**src/rtl/fb_pkg.sv**
```systemverilog
// -----------------------------------------------------------------------------
// fb_pkg
// Shared definitions for the framebuffer row fetcher.
//   fb_state_e   : fetch FSM state encoding (IDLE / REQ / WAIT)
//   FB_LINES     : height of the bitmap area in screen lines
//   FB_LAST_LINE : last line of the frame; the first row fetch of a frame
//                  is launched there
//   FB_CNT_W     : width of the underrun counter
// -----------------------------------------------------------------------------
package fb_pkg;

    typedef enum logic [1:0] {
        ST_IDLE = 2'd0,
        ST_REQ  = 2'd1,
        ST_WAIT = 2'd2
    } fb_state_e;

    localparam int FB_LINES     = 384;
    localparam int FB_LAST_LINE = 524;
    localparam int FB_CNT_W     = 16;

    // Width of a counter that must index 'n' items; never returns 0 so a
    // degenerate configuration still yields a legal vector.
    function automatic int fb_idx_w(input int n);
        return (n > 1) ? $clog2(n) : 1;
    endfunction

endpackage : fb_pkg

```
**src/rtl/fb_line_buf.sv**
```systemverilog
// -----------------------------------------------------------------------------
// fb_line_buf
// Two line banks of WPL words each. One synchronous write port used by the
// fetch engine, one combinational read port used by the pixel path. The
// storage has no reset: validity is tracked by the owner of this buffer.
//
// Ports
//   clk_i    : clock
//   we_i     : write enable
//   wbank_i  : bank written
//   waddr_i  : word index written
//   wdata_i  : write data
//   rbank_i  : bank read
//   raddr_i  : word index read
//   rdata_o  : read data (combinational), 0 for an index beyond WPL-1
// -----------------------------------------------------------------------------
module fb_line_buf #(
    parameter int DATA_WIDTH = 16,
    parameter int WPL        = 8,
    parameter int WORD_W     = 3
) (
    input  logic                  clk_i,
    input  logic                  we_i,
    input  logic                  wbank_i,
    input  logic [WORD_W-1:0]     waddr_i,
    input  logic [DATA_WIDTH-1:0] wdata_i,
    input  logic                  rbank_i,
    input  logic [WORD_W-1:0]     raddr_i,
    output logic [DATA_WIDTH-1:0] rdata_o
);

    logic [DATA_WIDTH-1:0] mem_q [2][WPL];

    logic wr_in_range;
    logic rd_in_range;

    // The index vectors can address more than WPL words when WPL is not a
    // power of two; such accesses are dropped / read as zero.
    assign wr_in_range = (32'(waddr_i) < WPL);
    assign rd_in_range = (32'(raddr_i) < WPL);

    always_ff @(posedge clk_i) begin
        if (we_i && wr_in_range) begin
            mem_q[wbank_i][waddr_i] <= wdata_i;
        end
    end

    assign rdata_o = rd_in_range ? mem_q[rbank_i][raddr_i] : '0;

endmodule : fb_line_buf

```
**src/rtl/fb_fetch.sv**
```systemverilog
// -----------------------------------------------------------------------------
// fb_fetch
// Fetches framebuffer rows from word-addressed memory into a two-bank line
// buffer, one row ahead of the raster, and serves the word covering the
// current pixel combinationally.
//
// Geometry (derived from parameters)
//   PPW  = 2^(clog2(DATA_WIDTH) + BITS_PER_MEMORY_PIXEL_X) screen pixels/word
//   WPL  = HEX_START_X / PPW                                words per row
//   ROWS = 384 >> BITS_PER_MEMORY_PIXEL_Y                  memory rows
//   Memory row r lives in bank r[0].
//
// Ports
//   CLK_50       : clock
//   reset        : asynchronous, active-high reset
//   pixel_x/y    : raster position from the sync generator
//   pixel_out    : word covering (pixel_x, pixel_y), 0 outside the bitmap
//                  or while the selected bank is not valid
//   mem_req      : read request
//   mem_addr     : read word address (0 whenever mem_req is low)
//   mem_gnt      : request accepted
//   mem_rvalid   : read data valid
//   mem_rdata    : read data
//   underrun_cnt : saturating count of row triggers that hit a busy fetcher
//
// Memory handshake: mem_req/mem_addr are raised in REQ and held unchanged
// until a cycle with mem_gnt high; that cycle transfers the request and the
// FSM moves to WAIT. Exactly one request is outstanding at a time. The
// response is the first cycle in WAIT with mem_rvalid high; mem_rvalid seen
// in IDLE or REQ is not a response and is dropped.
//
// Configuration
//   FB_FETCH_UNDERRUN_EN : when defined, underrun_cnt counts; otherwise it is
//                          tied to 0 and no counter is built.
// -----------------------------------------------------------------------------
module fb_fetch
    import fb_pkg::*;
#(
    parameter int DATA_WIDTH              = 16,
    parameter int BITS_PER_MEMORY_PIXEL_X = 2,
    parameter int BITS_PER_MEMORY_PIXEL_Y = 3,
    parameter int HEX_START_X             = 512,
    parameter int ADDR_WIDTH              = 12,
    parameter int FB_BASE_ADDR            = 0
) (
    input  logic                  CLK_50,
    input  logic                  reset,
    input  logic [9:0]            pixel_x,
    input  logic [9:0]            pixel_y,
    output logic [DATA_WIDTH-1:0] pixel_out,
    output logic                  mem_req,
    output logic [ADDR_WIDTH-1:0] mem_addr,
    input  logic                  mem_gnt,
    input  logic                  mem_rvalid,
    input  logic [DATA_WIDTH-1:0] mem_rdata,
    output logic [FB_CNT_W-1:0]   underrun_cnt
);

    localparam int PPW_LOG2 = $clog2(DATA_WIDTH) + BITS_PER_MEMORY_PIXEL_X;
    localparam int PPW      = 1 << PPW_LOG2;
    localparam int WPL      = HEX_START_X / PPW;
    localparam int ROWS     = FB_LINES >> BITS_PER_MEMORY_PIXEL_Y;
    localparam int ROW_W    = fb_idx_w(ROWS);
    localparam int WORD_W   = fb_idx_w(WPL);

    localparam logic [9:0]        Y_MASK    = 10'((1 << BITS_PER_MEMORY_PIXEL_Y) - 1);
    localparam logic [WORD_W-1:0] LAST_WORD = WORD_W'(WPL - 1);

    // -------------------------------------------------------------------------
    // Raster decode and fetch trigger
    // -------------------------------------------------------------------------
    logic [9:0]       scr_row;      // memory row under the current line
    logic             y_aligned;    // first screen line of a memory row
    logic             trig_first;   // end of frame: preload row 0
    logic             trig_next;    // start of row r: prefetch row r+1
    logic             trigger;
    logic [ROW_W-1:0] trig_row;

    assign scr_row    = pixel_y >> BITS_PER_MEMORY_PIXEL_Y;
    assign y_aligned  = ((pixel_y & Y_MASK) == '0);
    assign trig_first = (pixel_x == '0) && (pixel_y == 10'(FB_LAST_LINE));
    assign trig_next  = (pixel_x == '0)
                     && (32'(pixel_y) < FB_LINES)
                     && y_aligned
                     && ((32'(scr_row) + 32'd1) < 32'(ROWS));
    assign trigger    = trig_first || trig_next;
    assign trig_row   = trig_first ? '0 : ROW_W'(scr_row + 10'd1);

    // -------------------------------------------------------------------------
    // Fetch FSM
    // -------------------------------------------------------------------------
    fb_state_e        state_q, state_d;
    logic [ROW_W-1:0] row_q,   row_d;
    logic [WORD_W-1:0] word_q, word_d;
    logic [1:0]       valid_q, valid_d;
    logic             buf_we;

    always_ff @(posedge CLK_50 or posedge reset) begin
        if (reset) begin
            state_q <= ST_IDLE;
            row_q   <= '0;
            word_q  <= '0;
            valid_q <= '0;
        end else begin
            state_q <= state_d;
            row_q   <= row_d;
            word_q  <= word_d;
            valid_q <= valid_d;
        end
    end

    always_comb begin
        state_d = state_q;
        row_d   = row_q;
        word_d  = word_q;
        valid_d = valid_q;
        buf_we  = 1'b0;

        case (state_q)
            ST_IDLE: begin
                // A bank being refilled must not be shown with a mix of
                // old and new words, so its flag drops at the trigger.
                if (trigger) begin
                    state_d             = ST_REQ;
                    row_d               = trig_row;
                    word_d              = '0;
                    valid_d[trig_row[0]] = 1'b0;
                end
            end

            ST_REQ: begin
                if (mem_gnt) begin
                    state_d = ST_WAIT;
                end
            end

            ST_WAIT: begin
                if (mem_rvalid) begin
                    buf_we = 1'b1;
                    if (word_q == LAST_WORD) begin
                        state_d           = ST_IDLE;
                        valid_d[row_q[0]] = 1'b1;
                    end else begin
                        state_d = ST_REQ;
                        word_d  = word_q + WORD_W'(1);
                    end
                end
            end

            default: begin
                state_d = ST_IDLE;
            end
        endcase
    end

    // -------------------------------------------------------------------------
    // Memory request; the sum wraps at ADDR_WIDTH bits by construction
    // -------------------------------------------------------------------------
    logic [ADDR_WIDTH-1:0] addr_calc;

    assign addr_calc = ADDR_WIDTH'(FB_BASE_ADDR)
                     + ADDR_WIDTH'(row_q) * ADDR_WIDTH'(WPL)
                     + ADDR_WIDTH'(word_q);

    assign mem_req  = (state_q == ST_REQ);
    assign mem_addr = mem_req ? addr_calc : '0;

    // -------------------------------------------------------------------------
    // Line buffer and pixel path
    // -------------------------------------------------------------------------
    logic                  rd_bank;
    logic [WORD_W-1:0]     rd_word;
    logic [DATA_WIDTH-1:0] rd_data;
    logic                  in_bitmap;

    assign rd_bank   = scr_row[0];
    assign rd_word   = WORD_W'(pixel_x >> PPW_LOG2);
    assign in_bitmap = (32'(pixel_x) < HEX_START_X) && (32'(pixel_y) < FB_LINES);

    fb_line_buf #(
        .DATA_WIDTH (DATA_WIDTH),
        .WPL        (WPL),
        .WORD_W     (WORD_W)
    ) u_line_buf (
        .clk_i   (CLK_50),
        .we_i    (buf_we),
        .wbank_i (row_q[0]),
        .waddr_i (word_q),
        .wdata_i (mem_rdata),
        .rbank_i (rd_bank),
        .raddr_i (rd_word),
        .rdata_o (rd_data)
    );

    assign pixel_out = (in_bitmap && valid_q[rd_bank]) ? rd_data : '0;

    // -------------------------------------------------------------------------
    // Underrun counter: a trigger while a fetch is still running means the
    // memory is too slow for the raster; that trigger is dropped.
    // -------------------------------------------------------------------------
`ifdef FB_FETCH_UNDERRUN_EN
    logic [FB_CNT_W-1:0] underrun_q, underrun_d;
    logic                underrun_evt;

    assign underrun_evt = trigger && (state_q != ST_IDLE);

    always_comb begin
        underrun_d = underrun_q;
        if (underrun_evt && (underrun_q != '1)) begin
            underrun_d = underrun_q + FB_CNT_W'(1);
        end
    end

    always_ff @(posedge CLK_50 or posedge reset) begin
        if (reset) begin
            underrun_q <= '0;
        end else begin
            underrun_q <= underrun_d;
        end
    end

    assign underrun_cnt = underrun_q;
`else
    assign underrun_cnt = '0;
`endif

endmodule : fb_fetch

```
**config.mk**
```make
export PLATFORM = sky130hd
export DESIGN_NAME = fb_fetch
export DESIGN_NICKNAME = d
export VERILOG_FILES = /design/src/rtl/fb_pkg.sv /design/src/rtl/fb_line_buf.sv /design/src/rtl/fb_fetch.sv
export SDC_FILE = /design/constraint.sdc
export NUM_CORES = 1
export LEC_CHECK = 0
export ABC_AREA = 1
export CORE_MARGIN = 8
export CORE_UTILIZATION = 50
export DETAILED_ROUTE_END_ITERATION = 7
export PLACE_DENSITY_LB_ADDON = 0.05
export REMOVE_ABC_BUFFERS = 1
export SLEW_MARGIN = 30
export SYNTH_ARGS = -nofsm -noshare
export SYNTH_HDL_FRONTEND = slang
export SYNTH_SLANG_ARGS = --single-unit
export TNS_END_PERCENT = 10
```
**constraint.sdc**
```tcl
create_clock -name CLK_50 -period 7.8 [get_ports CLK_50]
set_clock_uncertainty 0.15 [all_clocks]
set_input_delay 1.56 -clock CLK_50 [delete_from_list [all_inputs] [get_ports CLK_50]]
set_output_delay 1.56 -clock CLK_50 [all_outputs]
set_load 0.01 [all_outputs]
```
-- After elaboration in Yosys (flattened, before gate mapping)
Memory sizes are Yosys's and may differ from the RTL's.
Index checks and enable logic that the tools add are counted.
- word-level logic and storage cells: 83
- bits in registers: 13
- output and inout port bits: 45
- bits of input ports: 40
- RAM bits: 256
- memories kept: 1
- memory list (memory ; words ; width ; read ports ; clocked after Yosys merged registers in ; write ports ; line ; text):
    u_line_buf.mem_q ; 2 ; 128 ; 1 ; 0 ; 1 ; fb_line_buf.sv:32 ; logic [DATA_WIDTH-1:0] mem_q [2][WPL];
- $add $sub $neg: 4
- magnitude comparators: 11
- equal/unequal tests: 9
- mux-type cells: 31
- reduce and logical (&&, ||, !) cells: 18
- bitwise gates (word level): 5
- operator list (kind ; number):
    $mux W128 ; 1
    $mux W16 ; 4
    $bmux W16 S3 ; 1
    $demux W16 S3 ; 1
    $logic_not A10 Y1 ; 2
    $mux W2 ; 6
    $add A9 B3 Y10 ; 1
    $eq A10 B10 Y1 const B ; 1
    $lt A10 B10 Y1 const B ; 1
    $lt A10 B9 Y1 const B ; 1
    $mux W10 ; 1
    $logic_and A1 B1 Y1 ; 9
    $mux W3 ; 3
    $add A7 B1 Y8 const B ; 1
    $ge A4 B4 Y1 const B ; 2
    $lt A8 B6 Y1 const B ; 1
    $mux W1 ; 8
    $ne A2 B2 Y1 const B ; 4
    $not A3 Y4 ; 2
    $reduce_and A4 Y1 ; 2
    $add A6 B1 Y6 const B ; 1
    $lt A1 B2 Y1 const B ; 3
    $mux W6 ; 1
    $pmux W2 S3 ; 1
    18 further kinds ; 20

-- Logic depth before layout (Yosys ltp)
- depth after elaboration: 11
- mapped depth: 12
- mapped depth without buffers: 11

-- Modules after synthesis
From an unflattened synthesis, not the netlist that was laid out.
- cell total of the unflattened synthesis: 1254
- area total of the unflattened synthesis: 12290.5 µm²
- by module, submodules not included (module ; area each (µm²) ; times used ; seq. area each (µm²) ; cells an instance):
    fb_line_buf ; 11084.4 ; 1 ; 7687.4 ; 1063
    fb_fetch ; 1206.2 ; 1 ; 325.3 ; 191

-- Worst setup path after synthesis
OpenSTA, ideal clock, no wires.
- kind: input to output
- start: input pixel_x[6]
- end: output pixel_out[14]
- buffers on the path: 2
- path slack: 3.513 ns
- arrival time: 2.577 ns
- stages on the path: 7
- data required time: 6.090 ns
- cells stage by stage: buf_4 -> inv_2 -> clkbuf_1 -> nor2_1 -> nand3_1 -> nand4_1 -> a21oi_1
- longest elaborated chain between the ends: 5
- elaborated cells between the ends (all ways): 8
- those cells by class: order compare (1); mux (4); bitwise (1); reduce/logical (2)
- ends and longest elaborated chain (what ; line ; text):
    start, declared ; fb_fetch.sv:48 ; input logic [9:0] pixel_x,
    branches (longest 4 deep; another with $lt A10 B10 Y1) ; n/a ;
    $mux W16 * ; fb_fetch.sv:195 ; assign pixel_out = (in_bitmap && valid_q[rd_bank]) ? rd_data : '0;
    end, declared ; fb_fetch.sv:50 ; output logic [DATA_WIDTH-1:0] pixel_out,
Mark *: on every way between the ends. The select of a mux whose other input is x is not followed.

-- Worst setup path in the final report
- start: input pixel_x[6]
- end: output pixel_out[1]
Same word-level chain as after synthesis.

==> key figures <==
Outcome
  • Status: finished, final reports clean

Layout
  • Layout Cells excl Fill: 1,350
  • Number of diodes: 0
  • Synth-to-Final Area Change: 15.9%
  • Number of nets in the layout: 1,088
  • Register area: 8010 um^2
  • Post-layout instance area: 13,200 um^2
  • Post-layout util: 58.7%
  • Share of layout cells above drive strength 1: 9.48%
  • # fillers: 1,893
  • Multi-input logic area: 2980 um^2

Critical path
  • R2R Path Start: state_q[0]$_DFFE_PP0P_
  • Crit. Startpoint: pixel_x[6]
  • Critical path data arrival time: 3.98 ns
  • Worst endpoint required time: 6.09 ns
  • R2r worst-path depth: 6
  • CP endpoint: pixel_out[1]
  • Nature of the critical path startpoint: primary input
  • CP Max Fanout: 33
  • Reg2reg setup slack: 4.93 ns
  • Worst reg2reg path endpoint: u_line_buf.mem_q[1][119]$_DFFE_PP_
  • Critical path class: primary input to output pin
  • Crit. End Element: output pin

Power
  • VDD IR max: 158 uV
  • Total power: 3.21 mW
  • Pwr dens: 244 nW/um^2
  • Leakage: 4.73 nW

Timing
  • Period utilization: 72.9%
  • # setup viols final: 0
  • Fmax: 176 MHz
  • Fin crit period: 5.69 ns
  • Setup TNS: 0 ns
  • Fin. Hold Viols: 0
  • Max_slew headroom: 37.3%
  • Slew @ Worst Pin: 0.936 ns
  • RSZ-0062 raised after global routing: no
  • Final Max Tran Viols: 0

Synthesis
  • Post-Synthesis Cells: 981
  • Most numerous cell in the Yosys netlist: edfxtp_1
  • Post-synth EDFFs: 256
  • YS warnings: 0
  • #FFs+latches synth: 269
  • Syn avg cell area: 11.6 um^2
  • Primary FF master, synth: edfxtp_1
  • Synth area leaders: edfxtp_1, nand2_1, nor2_1, a21oi_1, dfrtp_1
  • FFs w/ async S/R, synth: 4.83%
  • Synth cell count leaders: edfxtp_1, nand2_1, nor2_1
  • Syn Std Cell Area: 11,400 um^2
  • Area share of the largest cell type after synthesis: 67.5%
  • Cell taking the most area after synthesis: edfxtp_1
  • Synth cell types: 33
  • Register area share after synthesis: 70.4%

Routing
  • DR pass1 iterations: 7
  • DRT Wirelength: 27,800 um
  • Drt wl/cell: 20.6 um
  • Detail Route Antenna Nets: 0
  • DR vias: 7,520
  • Initial DRC Count: 660
  • Vias per Instance: 5.57
  • DRC: 0

Clock tree
  • CTS tree: done
  • Setup bufs post-CTS: 0
  • H-tree Lvls: 1
  • Root Buffer: clkbuf_16
  • CTS sink cnt: 269
  • Worst-Skew Late Latency: 0.53 ns
  • Cts bufs inserted: 29
  • Cts hold-fix bufs: 0
  • Post_cts resized: 0
  • Clk slew on worst S/H paths: 0.06 ns
  • Worst-case clock buffer depth: 3

Placement
  • DP Area: 12,300 um^2
  • Port Buf Inserts: 65
  • GPL Wtd Cong: 0.795
  • Placed Cells: 1,299
  • DP HPWL: 14,700 um

Die
  • Io pins: 85
  • Die W: 167 um
  • Number of core rows: 55
  • Initial Util: 50.6%
  • Placeable core area: 22,500 um^2
  • Die H: 167 um
  • Area of the die: 27,900 um^2

Global routing
  • Initial antenna violation count: 0
  • Largest net degree at the start of global routing: 138
  • Number of global-route vias before repair: 7,430
  • Global-route wire length before repair: 43,200 um
  • Global route overflow: 0
  • GRT Total Usage: 19.8%

Job
  • Max-cap check violation count: 0

Worst hold path
  • Worst min path class: flip-flop to flip-flop
==> state kept, by name (all words and copies together), names as in the netlist <==
signal,cells
word_q,3
row_q,6
u_line_buf.mem_q,256
state_q,2
valid_q,2
==> how the worst min path moves through the flow <==
stage / startpoint / end / slack, ns / cells after the start
after global placement: valid_q[1]$_DFFE_PP0P_ / valid_q[1]$_DFFE_PP0P_ / 0.32 / 2
after floorplan: valid_q[0]$_DFFE_PP0P_ / valid_q[0]$_DFFE_PP0P_ / 0.31 / 2
after CTS: valid_q[1]$_DFFE_PP0P_ / valid_q[1]$_DFFE_PP0P_ / 0.35 / 2
final: valid_q[1]$_DFFE_PP0P_ / valid_q[1]$_DFFE_PP0P_ / 0.35 / 2
after detailed placement: valid_q[1]$_DFFE_PP0P_ / valid_q[1]$_DFFE_PP0P_ / 0.34 / 2
after global routing: row_q[2]$_DFFE_PP0P_ / row_q[2]$_DFFE_PP0P_ / 0.39 / 2
==> cell families (layout without fill, tap and decap cells) <==
family,after synthesis,after routing,share of synthesized area (%)
and+or+nand+nor,432,432,15.8
DFF,269,269,70.4
AOI/OAI and AO/OA,166,166,8.55
buffers and inverters,108,174,4.80
adders and majority gates,3,3,0.330
xor gates and xnor gates,2,2,0.154
other,1,19,0.0329
==> area by class of cell <==
cell class	instances	area share [%]
Multi-Input combinational cell	622	22.6
Sequential cell	269	60.7
Clock inverter	18	1.01
Inverter	33	0.957
Tap cell	285	2.70
Timing Repair Buffer	90	6.45
Clock buffer	33	5.61
==> per-layer routing <==
metal | GRT usage, % | part of all wire, %
met1 | 27.6 | 45
met2 | 32.2 | 46
met3 | 2.70 | 6.7
met4 | 5.13 | 2.2
met5 | 0 | 0
==> critical path, cell delays in order <==
cell and delay (ns):
buf_2 0.60, buf_4 0.52, a21oi_1 0.09, a22oi_1 0.17, nand2_1 0.09, nand3_1 0.09, nand2_1 0.07, nor2_1 0.17
clkdlybuf4s50_1 0.58
==> metrics by stage <==
step	worst slack [ns]	hold slack, ns
floorplan	2.87	0.308
finish	2.11	0.351
global route	1.96	0.391
global placement	2.16	0.325
CTS	2.14	0.353
detailed placement	2.16	0.338
==> cells in the final DEF (no fill, tap or decap), drive strengths merged <==
| cell | Yosys | routed |
|---|---|---|
| edfxtp | 256 | 256 |
| nand2 | 242 | 242 |
| nor2 | 109 | 109 |
| a21oi | 75 | 75 |
| clkdlybuf4s50 | 0 | 62 |
| nand3 | 59 | 59 |
| o21ai | 47 | 47 |
| clkbuf | 25 | 33 |
| inv | 32 | 33 |
| buf | 50 | 28 |
| a22oi | 27 | 27 |
| conb | 1 | 19 |
| clkinv | 1 | 15 |
| dfrtp | 13 | 13 |
| nor3 | 13 | 13 |
| a311oi | 11 | 11 |
| nand4 | 9 | 9 |
| a22o | 3 | 3 |
| o211ai | 3 | 3 |
| ha | 3 | 3 |
| bufinv | 0 | 2 |
| xnor2 | 1 | 1 |
| xor2 | 1 | 1 |
| clkinvlp | 0 | 1 |
==> power by group <==
part / switching [mW] / total (mW) / internal, mW
combinational: 0.210 / 0.328 / 0.118
clock: 0.533 / 1.27 / 0.740
sequential: 0.0118 / 1.61 / 1.60
total: 0.755 / 3.21 / 2.46
(Power assumes the default switching activity.)
